[src/rtl/isa_master_pkg.sv]
// Shared types and constants for the ISA cycle master: FSM states,
// req_type encodings and the data returned on a timed-out read.
package isa_master_pkg;

  typedef enum logic [2:0] {
    ST_IDLE   = 3'd0,
    ST_SETUP  = 3'd1,
    ST_STROBE = 3'd2,
    ST_WAIT   = 3'd3,
    ST_HOLD   = 3'd4
  } isa_state_e;

  localparam logic [1:0] ISA_IOR  = 2'b00;
  localparam logic [1:0] ISA_IOW  = 2'b01;
  localparam logic [1:0] ISA_MEMR = 2'b10;
  localparam logic [1:0] ISA_MEMW = 2'b11;

  localparam logic [7:0] ISA_TIMEOUT_DATA = 8'hFF;

  // Down-counters run from N-1 to 0, so a phase of N cycles loads N-1.
  function automatic logic [7:0] cyc_load(input int unsigned cyc);
    return 8'(cyc - 1);
  endfunction

  function automatic logic is_write(input logic [1:0] t);
    return t[0];
  endfunction

endpackage

[src/rtl/isa_cycle_master_if.sv]
// Request/response channel and ISA bus pin group for isa_cycle_master.
// master = the side that drives the channel's primary direction.
interface isa_req_if;
  logic        req_valid;
  logic        req_ready;
  logic [1:0]  req_type;
  logic [19:0] req_addr;
  logic [7:0]  req_wdata;
  logic        rsp_valid;
  logic [7:0]  rsp_rdata;
  logic        rsp_timeout;

  modport master (output req_valid, req_type, req_addr, req_wdata,
                  input  req_ready, rsp_valid, rsp_rdata, rsp_timeout);
  modport slave  (input  req_valid, req_type, req_addr, req_wdata,
                  output req_ready, rsp_valid, rsp_rdata, rsp_timeout);
endinterface

interface isa_bus_if;
  logic [19:0] bus_a;
  logic        bus_ior_l;
  logic        bus_iow_l;
  logic        bus_memr_l;
  logic        bus_memw_l;
  logic        bus_aen;
  logic [7:0]  bus_d_out;
  logic        bus_d_oe;
  logic [7:0]  bus_d_in;
  logic        bus_rdy;

  modport master (output bus_a, bus_ior_l, bus_iow_l, bus_memr_l, bus_memw_l,
                         bus_aen, bus_d_out, bus_d_oe,
                  input  bus_d_in, bus_rdy);
  modport slave  (input  bus_a, bus_ior_l, bus_iow_l, bus_memr_l, bus_memw_l,
                         bus_aen, bus_d_out, bus_d_oe,
                  output bus_d_in, bus_rdy);
endinterface

[src/rtl/isa_wait_timer.sv]
// 8-bit phase down-counter shared by SETUP, STROBE, HOLD and the WAIT
// timeout; loads N-1 and stops at 0 without wrapping.
module isa_wait_timer (
  input  logic       clk,
  input  logic       reset_l,
  input  logic       load,
  input  logic [7:0] load_val,
  output logic       done
);

  logic [7:0] cnt;

  always_ff @(posedge clk or negedge reset_l) begin
    if (!reset_l)          cnt <= 8'd0;
    else if (load)         cnt <= load_val;
    else if (cnt != 8'd0)  cnt <= cnt - 8'd1;
  end

  assign done = (cnt == 8'd0);

endmodule

[src/rtl/isa_cycle_master.sv]
// ISA bus cycle master: one IOR/IOW/MEMR/MEMW cycle per accepted request.
// Define ISA_TIMEOUT_EN to bound WAIT by TIMEOUT_CYC and flag timeouts.
//
// state     | meaning
// ST_IDLE   | bus parked (AEN=1), ready for a request, rsp_valid on entry
// ST_SETUP  | address driven, AEN=0, strobes high
// ST_STROBE | selected strobe low for STROBE_CYC cycles
// ST_WAIT   | strobe held low until bus_rdy (or timeout)
// ST_HOLD   | strobes released, address/data held
module isa_cycle_master
  import isa_master_pkg::*;
#(
  parameter int unsigned SETUP_CYC   = 2,
  parameter int unsigned STROBE_CYC  = 4,
  parameter int unsigned HOLD_CYC    = 1,
  parameter int unsigned TIMEOUT_CYC = 255
) (
  input  logic        clk,
  input  logic        reset_l,
  isa_req_if.slave    req,
  isa_bus_if.master   bus
);

  if (SETUP_CYC < 1 || SETUP_CYC > 255 || STROBE_CYC < 1 || STROBE_CYC > 255 ||
      HOLD_CYC < 1 || HOLD_CYC > 255 || TIMEOUT_CYC < 1 || TIMEOUT_CYC > 255) begin : g_bad_param
    $error("isa_cycle_master: cycle parameters must be 1..255");
  end

  localparam logic [7:0] SETUP_LD  = cyc_load(SETUP_CYC);
  localparam logic [7:0] STROBE_LD = cyc_load(STROBE_CYC);
  localparam logic [7:0] HOLD_LD   = cyc_load(HOLD_CYC);
`ifdef ISA_TIMEOUT_EN
  localparam logic [7:0] TIMEOUT_LD = cyc_load(TIMEOUT_CYC);
`endif

  isa_state_e  state, state_nxt;
  logic        tmr_load;
  logic [7:0]  tmr_val;
  logic        tmr_done;
  logic        accept;
  logic        rdy_hit;
  logic        finish;
  logic [1:0]  type_q;
  logic [19:0] addr_q;
  logic [7:0]  wdata_q;
  logic [7:0]  rdata_q;
  logic        rsp_valid_q;
  logic        in_cycle;
  logic        strobe_on;
`ifdef ISA_TIMEOUT_EN
  logic        tmo_hit;
  logic        tmo_q;
`endif

  isa_wait_timer u_timer (
    .clk      (clk),
    .reset_l  (reset_l),
    .load     (tmr_load),
    .load_val (tmr_val),
    .done     (tmr_done)
  );

  always_ff @(posedge clk or negedge reset_l) begin
    if (!reset_l) state <= ST_IDLE;
    else          state <= state_nxt;
  end

  always_comb begin
    state_nxt = state;
    tmr_load  = 1'b0;
    tmr_val   = SETUP_LD;
    accept    = 1'b0;
    rdy_hit   = 1'b0;
    finish    = 1'b0;
`ifdef ISA_TIMEOUT_EN
    tmo_hit   = 1'b0;
`endif
    case (state)
      ST_IDLE: begin
        if (req.req_valid) begin
          accept    = 1'b1;
          tmr_load  = 1'b1;
          tmr_val   = SETUP_LD;
          state_nxt = ST_SETUP;
        end
      end
      ST_SETUP: begin
        if (tmr_done) begin
          tmr_load  = 1'b1;
          tmr_val   = STROBE_LD;
          state_nxt = ST_STROBE;
        end
      end
      ST_STROBE: begin
        if (tmr_done) begin
          if (bus.bus_rdy) begin
            rdy_hit   = 1'b1;
            tmr_load  = 1'b1;
            tmr_val   = HOLD_LD;
            state_nxt = ST_HOLD;
          end else begin
            state_nxt = ST_WAIT;
`ifdef ISA_TIMEOUT_EN
            tmr_load  = 1'b1;
            tmr_val   = TIMEOUT_LD;
`endif
          end
        end
      end
      ST_WAIT: begin
        if (bus.bus_rdy) begin
          rdy_hit   = 1'b1;
          tmr_load  = 1'b1;
          tmr_val   = HOLD_LD;
          state_nxt = ST_HOLD;
        end
`ifdef ISA_TIMEOUT_EN
        else if (tmr_done) begin
          tmo_hit   = 1'b1;
          tmr_load  = 1'b1;
          tmr_val   = HOLD_LD;
          state_nxt = ST_HOLD;
        end
`endif
      end
      ST_HOLD: begin
        if (tmr_done) begin
          finish    = 1'b1;
          state_nxt = ST_IDLE;
        end
      end
      default: state_nxt = ST_IDLE;
    endcase
  end

  always_ff @(posedge clk or negedge reset_l) begin
    if (!reset_l) begin
      type_q      <= ISA_IOR;
      addr_q      <= 20'd0;
      wdata_q     <= 8'd0;
      rdata_q     <= 8'd0;
      rsp_valid_q <= 1'b0;
`ifdef ISA_TIMEOUT_EN
      tmo_q       <= 1'b0;
`endif
    end else begin
      rsp_valid_q <= finish;
      if (accept) begin
        type_q  <= req.req_type;
        addr_q  <= req.req_addr;
        wdata_q <= req.req_wdata;
`ifdef ISA_TIMEOUT_EN
        tmo_q   <= 1'b0;
`endif
      end
      if (rdy_hit && !is_write(type_q)) rdata_q <= bus.bus_d_in;
`ifdef ISA_TIMEOUT_EN
      if (tmo_hit) begin
        tmo_q   <= 1'b1;
        rdata_q <= ISA_TIMEOUT_DATA;
      end
`endif
    end
  end

  // Strobes, AEN and OE decode straight from the async-reset state register
  // so a reset mid-cycle releases the bus without waiting for a clock.
  assign in_cycle  = (state != ST_IDLE);
  assign strobe_on = (state == ST_STROBE) || (state == ST_WAIT);

  assign req.req_ready   = (state == ST_IDLE);
  assign req.rsp_valid   = rsp_valid_q;
  assign req.rsp_rdata   = rdata_q;
`ifdef ISA_TIMEOUT_EN
  assign req.rsp_timeout = tmo_q;
`else
  assign req.rsp_timeout = 1'b0;
`endif

  assign bus.bus_a      = addr_q;
  assign bus.bus_aen    = !in_cycle;
  assign bus.bus_ior_l  = !(strobe_on && type_q == ISA_IOR);
  assign bus.bus_iow_l  = !(strobe_on && type_q == ISA_IOW);
  assign bus.bus_memr_l = !(strobe_on && type_q == ISA_MEMR);
  assign bus.bus_memw_l = !(strobe_on && type_q == ISA_MEMW);
  assign bus.bus_d_out  = wdata_q;
  assign bus.bus_d_oe   = in_cycle && is_write(type_q);

endmodule

[src/flat_wrapper.sv]
// flat-port wrapper written by rule: the top's interface ports become plain ports
module isa_cycle_master_flat import isa_master_pkg::*;
#(
  parameter int unsigned SETUP_CYC   = 2,
  parameter int unsigned STROBE_CYC  = 4,
  parameter int unsigned HOLD_CYC    = 1,
  parameter int unsigned TIMEOUT_CYC = 255
)
  (clk, reset_l, req_req_valid, req_req_type, req_req_addr, req_req_wdata, req_req_ready, req_rsp_valid, req_rsp_rdata, req_rsp_timeout, bus_bus_a, bus_bus_ior_l, bus_bus_iow_l, bus_bus_memr_l, bus_bus_memw_l, bus_bus_aen, bus_bus_d_out, bus_bus_d_oe, bus_bus_d_in, bus_bus_rdy);
  isa_req_if req_i ();
  isa_bus_if bus_i ();
  input  logic clk;
  input  logic reset_l;
  input wire logic [$bits(req_i.req_valid)-1:0] req_req_valid;
  input wire logic [$bits(req_i.req_type)-1:0] req_req_type;
  input wire logic [$bits(req_i.req_addr)-1:0] req_req_addr;
  input wire logic [$bits(req_i.req_wdata)-1:0] req_req_wdata;
  output wire logic [$bits(req_i.req_ready)-1:0] req_req_ready;
  output wire logic [$bits(req_i.rsp_valid)-1:0] req_rsp_valid;
  output wire logic [$bits(req_i.rsp_rdata)-1:0] req_rsp_rdata;
  output wire logic [$bits(req_i.rsp_timeout)-1:0] req_rsp_timeout;
  output wire logic [$bits(bus_i.bus_a)-1:0] bus_bus_a;
  output wire logic [$bits(bus_i.bus_ior_l)-1:0] bus_bus_ior_l;
  output wire logic [$bits(bus_i.bus_iow_l)-1:0] bus_bus_iow_l;
  output wire logic [$bits(bus_i.bus_memr_l)-1:0] bus_bus_memr_l;
  output wire logic [$bits(bus_i.bus_memw_l)-1:0] bus_bus_memw_l;
  output wire logic [$bits(bus_i.bus_aen)-1:0] bus_bus_aen;
  output wire logic [$bits(bus_i.bus_d_out)-1:0] bus_bus_d_out;
  output wire logic [$bits(bus_i.bus_d_oe)-1:0] bus_bus_d_oe;
  input wire logic [$bits(bus_i.bus_d_in)-1:0] bus_bus_d_in;
  input wire logic [$bits(bus_i.bus_rdy)-1:0] bus_bus_rdy;
  assign req_i.req_valid = req_req_valid;
  assign req_i.req_type = req_req_type;
  assign req_i.req_addr = req_req_addr;
  assign req_i.req_wdata = req_req_wdata;
  assign req_req_ready = req_i.req_ready;
  assign req_rsp_valid = req_i.rsp_valid;
  assign req_rsp_rdata = req_i.rsp_rdata;
  assign req_rsp_timeout = req_i.rsp_timeout;
  assign bus_bus_a = bus_i.bus_a;
  assign bus_bus_ior_l = bus_i.bus_ior_l;
  assign bus_bus_iow_l = bus_i.bus_iow_l;
  assign bus_bus_memr_l = bus_i.bus_memr_l;
  assign bus_bus_memw_l = bus_i.bus_memw_l;
  assign bus_bus_aen = bus_i.bus_aen;
  assign bus_bus_d_out = bus_i.bus_d_out;
  assign bus_bus_d_oe = bus_i.bus_d_oe;
  assign bus_i.bus_d_in = bus_bus_d_in;
  assign bus_i.bus_rdy = bus_bus_rdy;
  isa_cycle_master #(.SETUP_CYC(SETUP_CYC), .STROBE_CYC(STROBE_CYC), .HOLD_CYC(HOLD_CYC), .TIMEOUT_CYC(TIMEOUT_CYC)) u_core (.clk(clk), .reset_l(reset_l), .req(req_i), .bus(bus_i));
endmodule
[config.mk]
export PLATFORM = sky130hd
export DESIGN_NAME = isa_cycle_master_flat
export DESIGN_NICKNAME = d
export VERILOG_FILES = /design/src/rtl/isa_master_pkg.sv /design/src/rtl/isa_cycle_master_if.sv /design/src/rtl/isa_wait_timer.sv /design/src/rtl/isa_cycle_master.sv /design/src/flat_wrapper.sv
export SDC_FILE = /design/constraint.sdc
export NUM_CORES = 1
export LEC_CHECK = 0
export CAP_MARGIN = 15
export CORE_ASPECT_RATIO = 0.8
export CORE_MARGIN = 3
export CORE_UTILIZATION = 35
export DETAILED_ROUTE_END_ITERATION = 8
export GPL_ROUTABILITY_DRIVEN = 0
export PLACE_DENSITY = 0.66
export SLEW_MARGIN = 40
export SYNTH_ARGS = -nofsm -noshare
export SYNTH_HDL_FRONTEND = slang
export SYNTH_HIERARCHICAL = 1
export SYNTH_SLANG_ARGS = --single-unit
[constraint.sdc]
create_clock -name clk -period 5.15 [get_ports clk]
set_input_delay 0.515 -clock clk [delete_from_list [all_inputs] [get_ports clk]]
set_output_delay 0.515 -clock clk [all_outputs]
set_load 0.01 [all_outputs]
Word-level counts from Yosys, hierarchy flattened --
Cells that the tools add are included.
Storage, ports and cells: bits of input ports 42, logic and storage cells 61, flip-flop bits (word level) 50
Cells by class: multiplexer cells 21, reductions and logical operators 20, add/sub/neg operators 1, equal/unequal tests 12
Operators with widths (number):
- $mux 8 | 3
- $pmux 8 s3 | 1
- $mux 3 | 6
- $pmux 3 s5 | 1
- $logic_not 8->1 | 1
- $reduce_bool 8->1 | 1
- $sub 8x1->8 const B | 1
- $mux 1 | 7
- $eq 3x2->1 const B | 2
- $logic_and 1x1->1 | 6
- $logic_not 1->1 | 6
- $ne 2x1->1 const B | 3
- $reduce_and 5->1 | 1
- $eq 2x2->1 const B | 2
- $ne 2x2->1 const B | 2
- $pmux 1 s4 | 1
- $eq 3x1->1 const B | 1
- $eq 3x3->1 const B | 1
- $logic_not 3->1 | 1
- $reduce_bool 3->1 | 1
- $eq 2x1->1 const B | 1
- $logic_not 2->1 | 1
- $mux 2 | 1
- $pmux 1 s2 | 1
- other kinds (2) | 2

Longest topological paths before layout --
Gate-level depths: netlist of run 1.
depth after elaboration 4, gate-level depth with buffers 11

Cells and area by module --
Netlist of run 1, hierarchy kept.
Modules (own cells, without submodules):
- isa_cycle_master | times used 1, area each 1761.7 um2, cells each 119, seq. area each 1051.0 um2
- isa_wait_timer | times used 1, area each 476.7 um2, cells each 54, seq. area each 200.2 um2

Worst setup path after synthesis of run 1 --
No wires, ideal clock.
path kind reg-to-reg, from register u_core.u_timer.cnt[0], to register u_core.rdata_q[0], in the netlist u_core/req.rsp_rdata[0], stages on the path, launching flop included 10, clock period less this slack 2.501 ns, setup time 0.125 ns, path slack 2.649 ns, data required time 5.025 ns, path buffers 2, arrival 2.376 ns, cells stage by stage dfrtp_1 inv_1 ha_1 or3b_1 clkbuf_2 nor2_1 o21ai_0 or3_1 buf_6 mux2_4
Between the ends: word-level cells in the longest chain between the ends 4
RTL lines:
- start: declaration | line isa_wait_timer.sv:11 | logic [7:0] cnt;
- start signal: assignment | line isa_wait_timer.sv:15 | else if (load) cnt <= load_val;
- start signal: assignment | line isa_wait_timer.sv:16 | else if (cnt != 8'd0) cnt <= cnt - 8'd1;
- $logic_not 8->1 | line isa_wait_timer.sv:19 | assign done = (cnt == 8'd0);
- named net u_core.tmr_done | line isa_cycle_master.sv:39 | logic tmr_done;
- $mux 1 | line isa_cycle_master.sv:95 | if (tmr_done) begin
- $pmux 1 s2 | line isa_cycle_master.sv:78 | case (state)
- $logic_and 1x1->1 | line isa_cycle_master.sv:156 | if (rdy_hit && !is_write(type_q)) rdata_q <= bus.bus_d_in;
- end signal: assignment | line isa_cycle_master.sv:156
- end: declaration | line isa_cycle_master.sv:46 | logic [7:0] rdata_q;
The timed path passes the listed nets, and every way through them passes these cells. A chain may end at the register's enable or synchronous reset.

Worst setup path after layout of run 1 --
from register u_core.u_timer.cnt[0], to register u_core.u_timer.cnt[5]
Between the ends: word-level cells in the longest chain between the ends 4
RTL lines:
- $logic_not 8->1 (*) | line isa_wait_timer.sv:19
- named net u_core.tmr_done | line isa_cycle_master.sv:39
- $mux 1 (on tied branches) | line isa_cycle_master.sv:95, isa_cycle_master.sv:88
- $pmux 1 s4 (*) | line isa_cycle_master.sv:78
- named net u_core.tmr_load | line isa_cycle_master.sv:37 | logic tmr_load;
- $mux 8 / $reduce_bool 2->1 (equally long branches)
The timed path passes the listed nets; every way through them passes the cells marked *. The select of a mux whose other input is x is not followed.

==> impl_metrics.csv, run 1 <==
group,metric,value,unit
run_status,status,"finished clean",
power_and_ir_drop,ir_drop,0.323,mV
detailed_routing,vias_per_cell,4.84,
setup_path,slowest_stage,"or3b_1",
setup_path,critical_path.max_fanout,13,
sta,rsz0062_at_grt,"false",
detailed_routing,dr.pass1.iters,4,
yosys,synthSimpleGateAreaFrac,10.5,%
yosys,ys_seq_area_share,55.9,%
final_layout,antenna_cells,0,
yosys,synth_top_family_by_area,"multiplexers",
final_layout,drive_gt1_share,19.8,%
detailed_routing,route.detailed.drc,0,
clock_network,hold_buffers,0,
yosys,async_flop_share,100,%
setup_path,cp-startpoint,"u_core/u_timer/cnt[0]",
final_layout,fin_cells,344,
setup_path,rr_endpoint,"u_core/u_timer/cnt[5]",
yosys,synth_area,2240,µm²
detailed_routing,wl,4.78,mm
grt,grt_pass1_vias,1666,
grt,grtUsageTotal,13.5,%
grt,grt_overflow,0,
yosys,synth-adder-area-share,0.559,%
setup_path,r2r-start,"u_core/u_timer/cnt[0]",
setup_path,r2r_setup_slack,2.27,ns
final_layout,final_cell_area,3220,µm²
clock_network,clk_path_buf_depth,2,
sta,tightest_slew,0.723,ns
sta,fin_ws,2.27,ns
clock_network,cts_sinks,50,
die,fp.dieW,95.4,µm
sta,fin_crit,2.88,ns
yosys,synth-edff-count,0,
yosys,syn_area_per_cell,12.9,µm²
clock_network,post_cts_resize_count,0,
die,ios,87,
clock_network,cts_tree,"done",
die,die_height,77.5,µm
grt,grt_pass1_wl,7.80,mm
setup_path,crit_end,"u_core/u_timer/cnt[5]",
sta,fmax,347,MHz
final_layout,final_cell_mix,"clkdlybuf4s50_1 (84), dfrtp_1 (50), mux2_2 (30), nor2_1 (10), nand2_1 (9)",
place,placed_area,3120,µm²
yosys,synthCells,173,
setup_path,path_common_cell,"inv_1",
min_path,hp-class,"in2async",
place,port_buffers,85,
final_layout,final_nets,305,
setup_path,critPathArrivalTime,3.07,ns
yosys,synth_seq_cells,50,
setup_path,worst_r2r_path_depth,9,
place,dp_hpwl,3.42,mm
setup_path,cpPeakStageDelay,0.47,ns
sta,fin_crit_sh,55.9,%
sta,hold_viol_final,0,
yosys,ys_warn_count,6,
setup_path,crit_path_start_kind,"flip-flop",
setup_path,crit_path_end_kind,"flip-flop",
power_and_ir_drop,power_density,532,nW/µm²
power_and_ir_drop,power,1.71,mW
clock_network,clk_pin_slew_worst_paths,0.08,ns
clock_network,ctsHtreeMaxLevel,2,
clock_network,post-cts-setup-buffers,0,
place,dp_cells,336,
clock_network,root_buffer,"clkbuf_8",
clock_network,numCtsBuffers,5,
die,fp-row-count,25,
final_layout,final_util,53.3,%
sta,timing.hold.ws,0.303,ns
grt,grt_max_degree,51,
yosys,synthMuxAreaShare,20.9,%
power_and_ir_drop,leakage,1.33,nW
final_layout,area_delta_synth_final,43.8,%
sta,final-max-slew-violation-count,0,
clock_network,clk_latency,0.29,ns
die,core_area,6040,µm²
detailed_routing,vias,1664,
grt,antenna_found_initial,0,
yosys,synth-xor-area-share,0.391,%
job,drv_cap,0,
die,start_util,37.1,%
setup_path,crit_required,5.35,ns
sta,finalSetupTns,0,ns
yosys,synth-compound-area-share,6.60,%
sta,maxSlewHeadroom,51.8,%
yosys,synth_ff_type,"dfrtp_1",
detailed_routing,postRouteAntennaNets,0,
yosys,ys_types,41,
detailed_routing,first_iter_violations,71,
sta,final.setup_skew,0.00651,ns
place,dp_slack,2.28,ns
detailed_routing,wire_per_inst,13.9,µm
setup_path,cp_cell_sequence,"inv_1, ha_1, or3b_1, nor2_1, mux2i_1, a21oi_1, and2_1, inv_1, a221oi_1",
final_layout,final_common_cell,"clkdlybuf4s50_1",
die,fp.dieArea,7400,µm²
sta,setup-violations-final,0,
setup_path,crit_type,"reg2reg",
## Yosys cell counts (2+ instances only)
master	instances	area (µm²)
o31ai_1	3	22.5
inv_1	5	18.8
or3_1	3	18.8
nor2_1	10	37.5
mux2_4	8	120
a21oi_1	6	30.0
o21ai_0	3	15.0
nor4_1	2	12.5
dfrtp_1	50	1250
buf_4	3	22.5
buf_6	5	56.3
or4_1	2	15.0
nor3_1	5	25.0
mux2_2	30	338
nand2_1	9	33.8
nand3_1	4	20.0
## sequential cells by signal, indices dropped and copies added (netlist names)
name	count
u_core/bus.bus_a	20
u_core/bus.bus_d_out	8
u_core/req.rsp_rdata	8
u_core/req.rsp_valid	1
u_core/state	3
u_core/type_q	2
u_core/u_timer/cnt	8
## final cells by class
cell class / count / area, µm²
fill: 522 / 2820
clock inverter: 2 / 12.5
timing repair buffer: 86 / 853
sequential: 50 / 1250
tap: 81 / 101
inverter: 5 / 18.8
clock buffer: 6 / 82.6
multi-input combinational: 114 / 898
## worst max-delay path: cells and delay by family (launching register included)
| family | cells | cell delay [ns] |
|---|---|---|
| simple gates | 3 | 1.27 |
| compound gates | 2 | 0.44 |
| flops | 1 | 0.42 |
| buf+inv | 2 | 0.27 |
| fa+ha+maj | 1 | 0.21 |
| mux | 1 | 0.16 |
## cell families (layout without fill, tap and decap cells)
family | Yosys count | after routing
flops | 50 | 50
simple gates | 44 | 44
mux | 39 | 39
compound gates | 22 | 22
buf+inv | 15 | 99
fa+ha+maj | 1 | 1
other cells | 1 | 7
xor+xnor | 1 | 1
## how the worst min path moves through the flow
stage	start	endpoint	slack (ns)	cells past startpoint
5_1_grt	reset_l	u_core/state[2]	0.38	2
6_report	reset_l	u_core/bus.bus_a[13]	0.30	2
2_1_floorplan	reset_l	u_core/bus.bus_a[0]	0.22	0
3_3_place_gp	u_core/bus.bus_a[15]	u_core/bus.bus_a[15]	0.49	1
3_5_place_dp	u_core/req.rsp_rdata[0]	u_core/req.rsp_rdata[0]	0.49	1
4_1_cts	reset_l	u_core/bus.bus_d_out[1]	0.34	2
## report_power, final
| group | switching [mW] | internal [mW] |
|---|---|---|
| sequential | 0.130 | 0.574 |
| combinational | 0.286 | 0.487 |
| clock | 0.126 | 0.108 |
| total | 0.543 | 1.17 |
## routing by layer
metal,GRT usage (%),vias to the layer above,wire length [µm]
met2,20.3,77,2050
met1,17.5,795,2160
li1,-,788,-
met5,0,-,0
met3,5.33,4,521
met4,4.83,0,45
Power figures use the tool's default switching activity.
==> run 2, diff against run 1 <==
- clock period: 5.15 -> 2.7 ns (I/O delays scaled with it)
==> run 2 against run 1 <==
Against the previous run:
- sequential power grew 92%
- wire length decreased by 0.54%
- clock skew decreased by 0.0013 ns
- core utilization is 0.89 points higher
- highest routed layer unchanged
==> impl_metrics.csv, run 2 (synthesis results as in run 1) <==
group,metric,value,unit
final_layout,final_nets,309,
grt,grt_overflow,0,
power_and_ir_drop,power,3.35,mW
job,drv_cap,0,
setup_path,crit_path_end_kind,"flip-flop",
detailed_routing,postRouteAntennaNets,0,
power_and_ir_drop,power_density,1020,nW/µm²
detailed_routing,route.detailed.drc,0,
detailed_routing,dr.pass1.iters,4,
detailed_routing,vias,1677,
min_path,hp-class,"in2async",
setup_path,critical_path.max_fanout,7,
setup_path,r2r-start,"u_core/u_timer/cnt[0]",
clock_network,clk_path_buf_depth,2,
detailed_routing,wl,4.75,mm
sta,fin_crit,2.46,ns
die,fp-row-count,25,
final_layout,nFillCells,523,
clock_network,clk_latency,0.29,ns
place,port_buffers,85,
sta,final.setup_skew,0.00525,ns
sta,fin_crit_sh,91.0,%
detailed_routing,vias_per_cell,4.82,
detailed_routing,wire_per_inst,13.6,µm
detailed_routing,first_iter_violations,103,
setup_path,critPathArrivalTime,2.64,ns
sta,tightest_slew,0.552,ns
run_status,status,"finished clean",
clock_network,numCtsBuffers,5,
grt,grtUsageTotal,13.3,%
final_layout,drive_gt1_share,21.3,%
sta,hold_viol_final,0,
final_layout,final_common_cell,"clkdlybuf4s50_1",
final_layout,largest_register_ffs,20,
power_and_ir_drop,leakage,1.37,nW
die,fp.dieArea,7400,µm²
die,start_util,37.1,%
setup_path,cp-startpoint,"u_core/u_timer/cnt[0]",
die,die_height,77.5,µm
sta,fin_ws,0.243,ns
setup_path,crit_type,"reg2reg",
final_layout,fin_cells,348,
final_layout,final_cell_mix,"clkdlybuf4s50_1 (84), dfrtp_1 (50), mux2_2 (30), nor2_1 (10), nand2_1 (9)",
place,dp_cells,339,
place,dp_hpwl,3.47,mm
grt,grt_pass1_wl,7.73,mm
sta,setup-violations-final,0,
clock_network,root_buffer,"clkbuf_8",
clock_network,clk_pin_slew_worst_paths,0.09,ns
sta,maxSlewHeadroom,62.9,%
power_and_ir_drop,ir_drop,0.421,mV
die,fp.dieW,95.4,µm
sta,finalSetupTns,0,ns
clock_network,ctsHtreeMaxLevel,2,
setup_path,crit_path_start_kind,"flip-flop",
final_layout,antenna_cells,0,
clock_network,cts_tree,"done",
sta,rsz0062_at_grt,"false",
die,ios,87,
die,core_area,6040,µm²
clock_network,post-cts-setup-buffers,0,
place,dp_slack,0.143,ns
final_layout,area_delta_synth_final,46.2,%
grt,grt_max_degree,33,
sta,final-max-slew-violation-count,0,
setup_path,crit_required,2.88,ns
sta,fmax,407,MHz
grt,antenna_found_initial,0,
grt,grt_pass1_vias,1626,
clock_network,cts_sinks,50,
[run 2: final timing paths]
kind / end / slack [ns] / cells past startpoint
min in group clk: u_core/bus.bus_a[12] / 0.51 / 1
hold / removal: u_core/bus.bus_d_out[1] / 0.44 / 2
setup / recovery: u_core/u_timer/cnt[5] / 0.24 / 10
hold reg to reg: u_core/bus.bus_a[12] / 0.51 / 1
setup reg to reg: u_core/u_timer/cnt[5] / 0.24 / 10
max in group asynchronous: u_core/req.rsp_rdata[3] / 1.50 / 3
[run 2: metal layers]
metal / GRT usage [%] / up-vias / part of all wire, %
li1: - / 799 / -
met1: 17.3 / 784 / 45
met2: 20.4 / 89 / 43
met3: 4.65 / 5 / 11
met4: 4.69 / 0 / 1.1
met5: 0 / - / 0
[run 2: timing repair]
item                                   4_1_cts  5_1_grt
hold buffers                                 1        0
resized for setup                            0        2
endpoints found under the hold margin       18        0
setup endpoints to repair                    0       10
[run 2: cell type report]
| type | count | area, µm² | share of cell area, % |
|---|---|---|---|
| Inverter | 5 | 18.8 | 0.574 |
| Timing Repair Buffer | 90 | 886 | 27.1 |
| Clock buffer | 5 | 68.8 | 2.10 |
| Multi-Input combinational cell | 114 | 906 | 27.7 |
| Tap cell | 81 | 101 | 3.10 |
| Clock inverter | 3 | 40.0 | 1.22 |
| Sequential cell | 50 | 1250 | 38.2 |
[run 2: metrics by stage]
stage,util (%),cell area [µm²],hold slack [ns]
after global placement,52.1,3150,0.246
after global routing,54.2,3270,0.493
after detailed placement,52.1,3150,0.238
after floorplan,-,2260,-0.0256
final,54.2,3270,0.442
after CTS,54.1,3260,0.445
[run 2: worst max-delay path, stage by stage, from the launching register on]
cell      delay, ns
dfrtp_1        0.43
inv_1          0.10
ha_1           0.24
or3b_4         0.45
nor2_1         0.15
buf_4          0.16
mux2i_1        0.07
a21oi_1        0.14
and2_1         0.20
inv_1          0.13
a221oi_1       0.31
[run 2: where the power goes]
group          total [mW]  leakage (nW)  internal, mW  switching (mW)
sequential           1.35         0.610          1.10           0.255
combinational        1.50         0.697         0.947           0.551
clock               0.505        0.0579         0.273           0.232
